<file path="src/rtl/adc_pkg.sv">
// Shared constants and state encoding for the dual-channel ADC serial receiver.
package adc_pkg;

  localparam int FRAME_BITS = 16;
  localparam int DATA_BITS  = 12;
  localparam int LZ_BITS    = 4;

  typedef enum logic [1:0] {
    ST_IDLE  = 2'd0,
    ST_CONV  = 2'd1,
    ST_DONE  = 2'd2,
    ST_QUIET = 2'd3
  } state_e;

endpackage

</file>
<file path="src/rtl/adc_sclk_gen.sv">
// SCLK generator: half-period divider, idle-high sclk, rising-edge strobe and
// frame_end after the last of FRAME_BITS rising edges.
module adc_sclk_gen
  import adc_pkg::*;
#(
  parameter int HALF_DIV = 4
) (
  input  logic clk_i,
  input  logic rst_ni,
  input  logic run_i,
  output logic sclk_o,
  output logic rise_o,
  output logic frame_end_o
);

  localparam logic [7:0] CNT_LAST  = 8'(HALF_DIV - 1);
  localparam logic [3:0] EDGE_LAST = 4'(FRAME_BITS - 1);

  logic [7:0] cnt_q, cnt_d;
  logic       sclk_q, sclk_d;
  logic [3:0] edge_q, edge_d;
  logic       wrap;

  always_comb begin
    wrap        = run_i && (cnt_q == CNT_LAST);
    rise_o      = wrap && !sclk_q;
    frame_end_o = rise_o && (edge_q == EDGE_LAST);
    cnt_d       = cnt_q;
    sclk_d      = sclk_q;
    edge_d      = edge_q;
    if (!run_i) begin
      // Parked between frames: sclk idles high and the next frame starts fresh.
      cnt_d  = '0;
      sclk_d = 1'b1;
      edge_d = '0;
    end else begin
      cnt_d = wrap ? 8'd0 : cnt_q + 8'd1;
      if (wrap) sclk_d = ~sclk_q;
      if (rise_o) edge_d = edge_q + 4'd1;
    end
  end

  always_ff @(posedge clk_i or negedge rst_ni) begin
    if (!rst_ni) begin
      cnt_q  <= '0;
      sclk_q <= 1'b1;
      edge_q <= '0;
    end else begin
      cnt_q  <= cnt_d;
      sclk_q <= sclk_d;
      edge_q <= edge_d;
    end
  end

  assign sclk_o = sclk_q;

endmodule

</file>
<file path="src/rtl/adc_serial_rx.sv">
// Dual ADCS7476 serial front end: frames cs_n/sclk, shifts both channels, latches 12-bit samples.
// Optional ADC_ZERO_CHECK_EN adds frame_err, flagging nonzero leading bits on either channel.
module adc_serial_rx
  import adc_pkg::*;
#(
  parameter int HALF_DIV  = 4,
  parameter int QUIET_CYC = 40
) (
  input  logic                 clk,
  input  logic                 reset,
  input  logic                 enable,
  input  logic                 sel,
  input  logic                 sdata1,
  input  logic                 sdata2,
  output logic                 sclk,
  output logic                 cs_n,
  output logic [DATA_BITS-1:0] ch1_data,
  output logic [DATA_BITS-1:0] ch2_data,
  output logic [DATA_BITS-1:0] sample,
  output logic                 valid
`ifdef ADC_ZERO_CHECK_EN
  ,
  output logic                 frame_err
`endif
);

`ifdef ADC_ZERO_CHECK_EN
  localparam int SR_W = FRAME_BITS;
`else
  // Leading zeros simply fall off the top of a DATA_BITS-wide register.
  localparam int SR_W = DATA_BITS;
`endif
  localparam logic [7:0] QUIET_LAST = 8'(QUIET_CYC - 1);

  state_e         state_q, state_d;
  logic [7:0]     quiet_q, quiet_d;
  logic           cs_n_q, cs_n_d;
  logic           valid_q;
  logic [DATA_BITS-1:0] ch1_q, ch2_q, sample_q;
  logic           rise_w, frame_end_w;
  logic [1:0]     sdata_w;
  logic [SR_W-1:0] sr_w [2];

  adc_sclk_gen #(
    .HALF_DIV (HALF_DIV)
  ) u_sclk_gen (
    .clk_i       (clk),
    .rst_ni      (reset),
    .run_i       (state_q == ST_CONV),
    .sclk_o      (sclk),
    .rise_o      (rise_w),
    .frame_end_o (frame_end_w)
  );

  always_comb begin
    state_d = state_q;
    quiet_d = quiet_q;
    case (state_q)
      ST_IDLE:  if (enable) state_d = ST_CONV;
      ST_CONV:  if (frame_end_w) state_d = ST_DONE;
      ST_DONE: begin
        state_d = ST_QUIET;
        quiet_d = '0;
      end
      ST_QUIET: begin
        if (quiet_q == QUIET_LAST) state_d = ST_IDLE;
        else quiet_d = quiet_q + 8'd1;
      end
      default:  state_d = ST_IDLE;
    endcase
    cs_n_d = (state_d != ST_CONV);
  end

  always_ff @(posedge clk or negedge reset) begin
    if (!reset) begin
      state_q <= ST_IDLE;
      quiet_q <= '0;
      cs_n_q  <= 1'b1;
    end else begin
      state_q <= state_d;
      quiet_q <= quiet_d;
      cs_n_q  <= cs_n_d;
    end
  end

  assign sdata_w = {sdata2, sdata1};

  generate
    for (genvar gi = 0; gi < 2; gi++) begin : g_ch
      logic [SR_W-1:0] sr_q;
      always_ff @(posedge clk or negedge reset) begin
        if (!reset) sr_q <= '0;
        else if (rise_w) sr_q <= {sr_q[SR_W-2:0], sdata_w[gi]};
      end
      assign sr_w[gi] = sr_q;
    end
  endgenerate

  // Data and valid register together so valid is high exactly when the new values are visible.
  always_ff @(posedge clk or negedge reset) begin
    if (!reset) begin
      valid_q  <= 1'b0;
      ch1_q    <= '0;
      ch2_q    <= '0;
      sample_q <= '0;
    end else begin
      valid_q <= (state_q == ST_DONE);
      if (state_q == ST_DONE) begin
        ch1_q    <= sr_w[0][DATA_BITS-1:0];
        ch2_q    <= sr_w[1][DATA_BITS-1:0];
        sample_q <= sel ? sr_w[1][DATA_BITS-1:0] : sr_w[0][DATA_BITS-1:0];
      end
    end
  end

`ifdef ADC_ZERO_CHECK_EN
  logic frame_err_q;
  always_ff @(posedge clk or negedge reset) begin
    if (!reset) frame_err_q <= 1'b0;
    else if (state_q == ST_DONE)
      frame_err_q <= (|sr_w[0][FRAME_BITS-1:DATA_BITS]) | (|sr_w[1][FRAME_BITS-1:DATA_BITS]);
  end
  assign frame_err = frame_err_q;
`endif

  assign cs_n     = cs_n_q;
  assign valid    = valid_q;
  assign ch1_data = ch1_q;
  assign ch2_data = ch2_q;
  assign sample   = sample_q;

endmodule
</file>
<file path="config.mk">
export PLATFORM = sky130hd
export DESIGN_NAME = adc_serial_rx
export DESIGN_NICKNAME = d
export VERILOG_FILES = /design/src/rtl/adc_pkg.sv /design/src/rtl/adc_sclk_gen.sv /design/src/rtl/adc_serial_rx.sv
export SDC_FILE = /design/constraint.sdc
export NUM_CORES = 1
export LEC_CHECK = 0
export CORE_UTILIZATION = 55
export DETAILED_ROUTE_END_ITERATION = 10
export HOLD_SLACK_MARGIN = 0.12
export PLACE_DENSITY = 0.87
export SYNTH_ARGS = -nofsm -noshare
export SYNTH_HDL_FRONTEND = slang
export SYNTH_SLANG_ARGS = --single-unit
export TNS_END_PERCENT = 5
</file>
<file path="constraint.sdc">
create_clock -name clk -period 2.2 [get_ports clk]
set_input_delay 0.44 -clock clk [delete_from_list [all_inputs] [get_ports clk]]
set_output_delay 0.44 -clock clk [all_outputs]
set_load 0.01 [all_outputs]
</file>
==> flow_summary.json, run 1 <==
{
  "cts_max_level": 3,
  "avgViaCountPerCell": 5.63,
  "hp-class": "flip-flop to flip-flop",
  "clock_latency_ps": 370,
  "n_antenna_cell": 0,
  "grt_pass1_vias": 2534,
  "hold_ws_ps": 486,
  "tightestPinTransition_ps": 496,
  "yosys-top-cells-area": "dfrtp_1, nand2_1, mux2_2",
  "grt_max_degree": 50,
  "r2r-start": "u_sclk_gen.cnt_q[0]",
  "rows": 29,
  "gr-total-overflow": 0,
  "synthFlopType": "dfrtp_1",
  "grt_usage": 0.242,
  "syn-mean-instance-area_um2": 10.7,
  "die_area_um2": 6850,
  "cts-root-buf": "clkbuf_8",
  "grt_pass1_wl_um": 12000,
  "ys_seq_area_frac": 0.593,
  "slew_headroom": 0.665,
  "ir_worst_vdd_v": 0.000674,
  "path_cells": "ha_1 > or4b_1 > or4_1 > a21oi_1",
  "drv_slew": 0,
  "critPathKind": "flip-flop to flip-flop",
  "period_needed_ps": 1980,
  "drt-wirelength-per-cell_um": 15.6,
  "io_pins": 45,
  "place.gp.congestion": 0.808,
  "clkTransAtPathRegs_ps": 90,
  "post_cts_buffers": 0,
  "cts_tree": "done",
  "min_to": "ch2_data[11]",
  "cellLeakagePower_nw": 2.12,
  "vias": 2616,
  "clk_path_buf_depth": 2,
  "firstDrtPassIters": 4,
  "antenna_found_initial": 0,
  "drtIter0Drc": 199,
  "cts_sinks": 85,
  "synthesis.area_um2": 3590,
  "syn-num-nets": 345,
  "hold_path_depth": 2,
  "place_hpwl_um": 4630,
  "drv_cap": 0,
  "synth_top_area_frac": 0.579,
  "rsz0062_at_grt": "false",
  "die_h_um": 82.8,
  "cp-end-kind": "flip-flop",
  "crit_path_max_incr_delay_ps": 600,
  "synth_cell_type_count": 42,
  "fin_tns_setup_ps": 0,
  "yosysTopAreaCell": "dfrtp_1",
  "final.setup_skew_ps": 7.87,
  "fin_crit_sh": 0.900,
  "stdcell_area_um2": 4380,
  "portBuffers": 44,
  "worst_r2r_endpoint": "u_sclk_gen.edge_q[3]",
  "crit_family": "simple AND/OR/NAND/NOR gates",
  "antenna_left": 0,
  "routed_wl_um": 7240,
  "syn_inst": 336,
  "postSynth.asyncResetShare": 1.00,
  "drc_errors": 0,
  "cp_slowest_cell": "or4b_1",
  "numCtsBuffers": 9,
  "synth-edff-count": 0,
  "post-route-util": 0.693,
  "status": "complete, no violations",
  "worstPathRequired_ps": 2490,
  "finalSetupViolCount": 0,
  "ctsResizeCount": 0,
  "cp-start-kind": "flip-flop",
  "ys.warnings.count": 0,
  "layout.nets": 392,
  "post_dp_cell_area_um2": 4120,
  "syn2layout_area_growth_pct": 22.0,
  "path_buf_inv": 0,
  "hold_viol_final": 0,
  "fin_total_pwr_mw": 3.90,
  "hold_start": "ch2_data[11]",
  "die_x_um": 82.8,
  "worstPathArrival_ps": 2280,
  "start_util": 0.568,
  "drive_above_1_share": 0.137,
  "rr_worst_depth": 4,
  "max_freq_mhz": 505,
  "reg2reg_slack_ps": 220,
  "core_area_um2": 6310,
  "cp_max_fo": 10,
  "p_per_area_nw_per_um2": 891,
  "synth_seq_cells": 85
}
layer usage:
layer,global-route usage,vias to the layer above,wire (µm)
met4,0.109,0,175
met1,0.329,1294,3320
met2,0.375,57,3470
met3,0.0525,13,283
met5,0,-,0
li1,-,1252,-
repair_timing:
| item | CTS | global route |
|---|---|---|
| hold buffers | 1 | 0 |
| hold endpoints to repair | 34 | 0 |
| endpoints found under the setup margin | 0 | 0 |
layout make-up:
cell class	count	area [µm²]
clock buffers	9	124
clock inverters	7	123
fillers	468	1940
inverters	7	26.3
multi-input cells	227	1360
flip-flops and latches	85	2130
well taps	77	96.3
repair buffers	53	520
cell families (layout without fill, tap and decap cells):
family / count (synthesis) / in the layout / share of synthesized area
fa+ha+maj: 3 / 3 / 0.0105
flops: 85 / 85 / 0.593
mux: 36 / 36 / 0.109
compound gates: 43 / 43 / 0.0711
xor+xnor: 3 / 3 / 0.00732
simple gates: 142 / 142 / 0.181
buf+inv: 24 / 76 / 0.0279
sequential cells by signal (all words and copies together), names as in the netlist:
register,cells
u_sclk_gen.sclk_o,1
g_ch.sr_q,24
u_sclk_gen.cnt_q,8
valid,1
ch2_data,12
sample,12
u_sclk_gen.edge_q,4
ch1_data,12
state_q,2
cs_n,1
quiet_q,8
power breakdown:
part           switching [mW]  internal (mW)
registers               0.218           1.76
clock network           0.589          0.759
logic                   0.299          0.275
cell usage in the layout, fill, tap and decap left out, types with 3 or more instances in the layout:
master,netlist,routed
mux2_2,24,24
nor2_1,7,7
mux2i_1,12,12
o31ai_1,3,3
clkbuf_8,0,9
inv_1,6,6
dfrtp_1,83,83
nand3_1,12,12
nand2b_1,4,4
buf_4,1,8
a21oi_1,9,9
o211ai_1,3,3
or3_1,5,5
nand4_1,5,5
or4_1,6,6
bufinv_16,0,3
clkdlybuf4s50_1,0,43
ha_1,3,3
nand2_1,90,90
o21ai_0,18,18
worst max-delay path by stage:
stage                                    from                   end  slack [ps]  cells after the start
after floorplan           u_sclk_gen.cnt_q[0]  u_sclk_gen.edge_q[3]         350                      5
after global placement    u_sclk_gen.cnt_q[0]  u_sclk_gen.edge_q[3]         290                      4
after detailed placement  u_sclk_gen.cnt_q[0]  u_sclk_gen.edge_q[3]         240                      4
after CTS                 u_sclk_gen.cnt_q[0]  u_sclk_gen.edge_q[3]         230                      4
after global routing      u_sclk_gen.cnt_q[0]  u_sclk_gen.edge_q[3]          90                      4
final                     u_sclk_gen.cnt_q[0]  u_sclk_gen.edge_q[3]         220                      4
synth_stat cells, types with 2 or more instances:
cell type	instances
nand2_1	90
dfrtp_1	83
mux2_2	24
o21ai_0	18
mux2i_1	12
nand3_1	12
a21oi_1	9
clkbuf_1	9
nor2_1	7
inv_1	6
or4_1	6
buf_2	5
nand4_1	5
or3_1	5
nand2b_1	4
ha_1	3
o211ai_1	3
o31ai_1	3
and2_1	2
buf_1	2
dfstp_2	2
nor2b_1	2
nor3_1	2
nor4_1	2
nor4b_1	2
xor2_1	2
tightest hold or removal path: stages, from the launching register on:
cell	delay [ps]
dfrtp_1	350
nand2_1	50
nand2_1	50
stage by stage:
stage                     setup slack [ps]  cells
final                                  219    465
after global routing                  85.7    465
after CTS                              225    465
after detailed placement               239    448
after global placement                 288    448
after floorplan                        352    336
(Power assumes the default switching activity.)
==> inputs of run 2 (changes only) <==
- CELL_PAD_IN_SITES_DETAIL_PLACEMENT: unset -> 1
- CELL_PAD_IN_SITES_GLOBAL_PLACEMENT: unset -> 1
- CORE_UTILIZATION: 55 -> 43
- PLACE_DENSITY: 0.87 -> 0.86
==> flow_summary.json, run 2 (synthesized netlist as in run 1, its figures left out) <==
{
  "drt-wirelength-per-cell_um": 17.6,
  "io_pins": 45,
  "finalNonFillerCells": 490,
  "ctsHoldBuffers": 1,
  "layout.nets": 392,
  "antenna_left": 0,
  "place.gp.congestion": 0.789,
  "cts_tree": "done",
  "clk_path_buf_depth": 2,
  "finalSetupViolCount": 0,
  "final.setup_skew_ps": 7.67,
  "largest_reg_flops": 24,
  "core_area_um2": 7890,
  "drv_slew": 0,
  "antenna_found_initial": 0,
  "grt_max_degree": 50,
  "hp-class": "flip-flop to flip-flop",
  "hold_path_depth": 2,
  "tightestPinTransition_ps": 574,
  "ctsResizeCount": 0,
  "p_per_area_nw_per_um2": 866,
  "critPathKind": "flip-flop to flip-flop",
  "drive_above_1_share": 0.134,
  "cp-end-kind": "flip-flop",
  "avgViaCountPerCell": 5.37,
  "rows": 32,
  "drv_cap": 0,
  "clkTransAtPathRegs_ps": 80,
  "firstDrtPassIters": 4,
  "vias": 2632,
  "worstPathRequired_ps": 2470,
  "start_util": 0.455,
  "syn2layout_area_growth_pct": 22.1,
  "fin_tns_setup_ps": 0,
  "grt_usage": 0.222,
  "hold_viol_final": 0,
  "place_hpwl_um": 5540,
  "die_area_um2": 8710,
  "final_common_cell": "nand2_1",
  "n_antenna_cell": 0,
  "cts_max_level": 3,
  "cellLeakagePower_nw": 2.11,
  "gr-total-overflow": 0,
  "rr_worst_depth": 4,
  "post_dp_cell_area_um2": 4160,
  "largest_register": "g_ch.sr_q",
  "cp_max_fo": 10,
  "layout_common_cells": "nand2_1, dfrtp_1, clkdlybuf4s50_1",
  "worstPathArrival_ps": 2310,
  "period_needed_ps": 2040,
  "cp-start-kind": "flip-flop",
  "dp_cells": 473,
  "stdcell_area_um2": 4380,
  "die_x_um": 93.4,
  "clock_latency_ps": 350,
  "drc_errors": 0,
  "cts-root-buf": "clkbuf_8",
  "drtIter0Drc": 119,
  "die_h_um": 93.4,
  "status": "complete, no violations",
  "numCtsBuffers": 9,
  "post_cts_buffers": 0,
  "routed_wl_um": 8640,
  "rsz0062_at_grt": "false",
  "slew_headroom": 0.614,
  "grt_pass1_vias": 2908,
  "portBuffers": 44,
  "max_freq_mhz": 491,
  "fin_crit_sh": 0.926,
  "ir_worst_vdd_v": 0.000423,
  "grt_pass1_wl_um": 14600,
  "cts_sinks": 85
}
-- run 2: report_power, final --
group	leakage, nW	internal (mW)	switching, mW
Combinational	0.914	0.275	0.314
Clock	0.104	0.645	0.570
Sequential	1.09	1.76	0.233
Total	2.11	2.68	1.12
-- run 2: layout make-up --
class / count / area [µm²]
multi-input combinational: 227 / 1360
clock buffer: 11 / 131
sequential: 85 / 2130
tap: 102 / 128
clock inverter: 5 / 85.1
inverter: 7 / 26.3
timing repair buffer: 53 / 520
fill: 860 / 3510
-- run 2: worst paths after layout --
check	slack, ps	end	from
worst max-delay path	160	u_sclk_gen.edge_q[3]	u_sclk_gen.cnt_q[0]
worst min-delay path	480	ch2_data[10]	ch2_data[10]
worst max register to register	160	u_sclk_gen.edge_q[3]	u_sclk_gen.cnt_q[0]
worst min register to register	480	ch2_data[10]	ch2_data[10]
max in group asynchronous	1030	sample[9]	reset
min in group asynchronous	590	u_sclk_gen.cnt_q[2]	reset
-- run 2: worst max-delay path, stage by stage, from the launching register on --
cell and delay (ps):
dfrtp_1 410, ha_1 260, or4b_1 630, or4_1 520, a21oi_1 150
-- run 2: routing by layer --
metal  GRT usage  wire [µm]  vias to the layer above
met1       0.287       3910                     1321
met4      0.0667        135                        0
met2       0.381       4370                       50
li1            -          -                     1246
met5           0          0                        -
met3      0.0366        219                       15
-- run 2: metrics by stage --
stage / power, mW / hold slack [ps] / setup slack [ps] / util
floorplan: 2.37 / 144 / 352 / -
global placement: 2.53 / 437 / 268 / 0.527
detailed placement: 2.58 / 438 / 182 / 0.527
CTS: 3.82 / 484 / 148 / 0.556
global route: 3.99 / 510 / 79.3 / 0.556
finish: 3.80 / 477 / 162 / 0.556
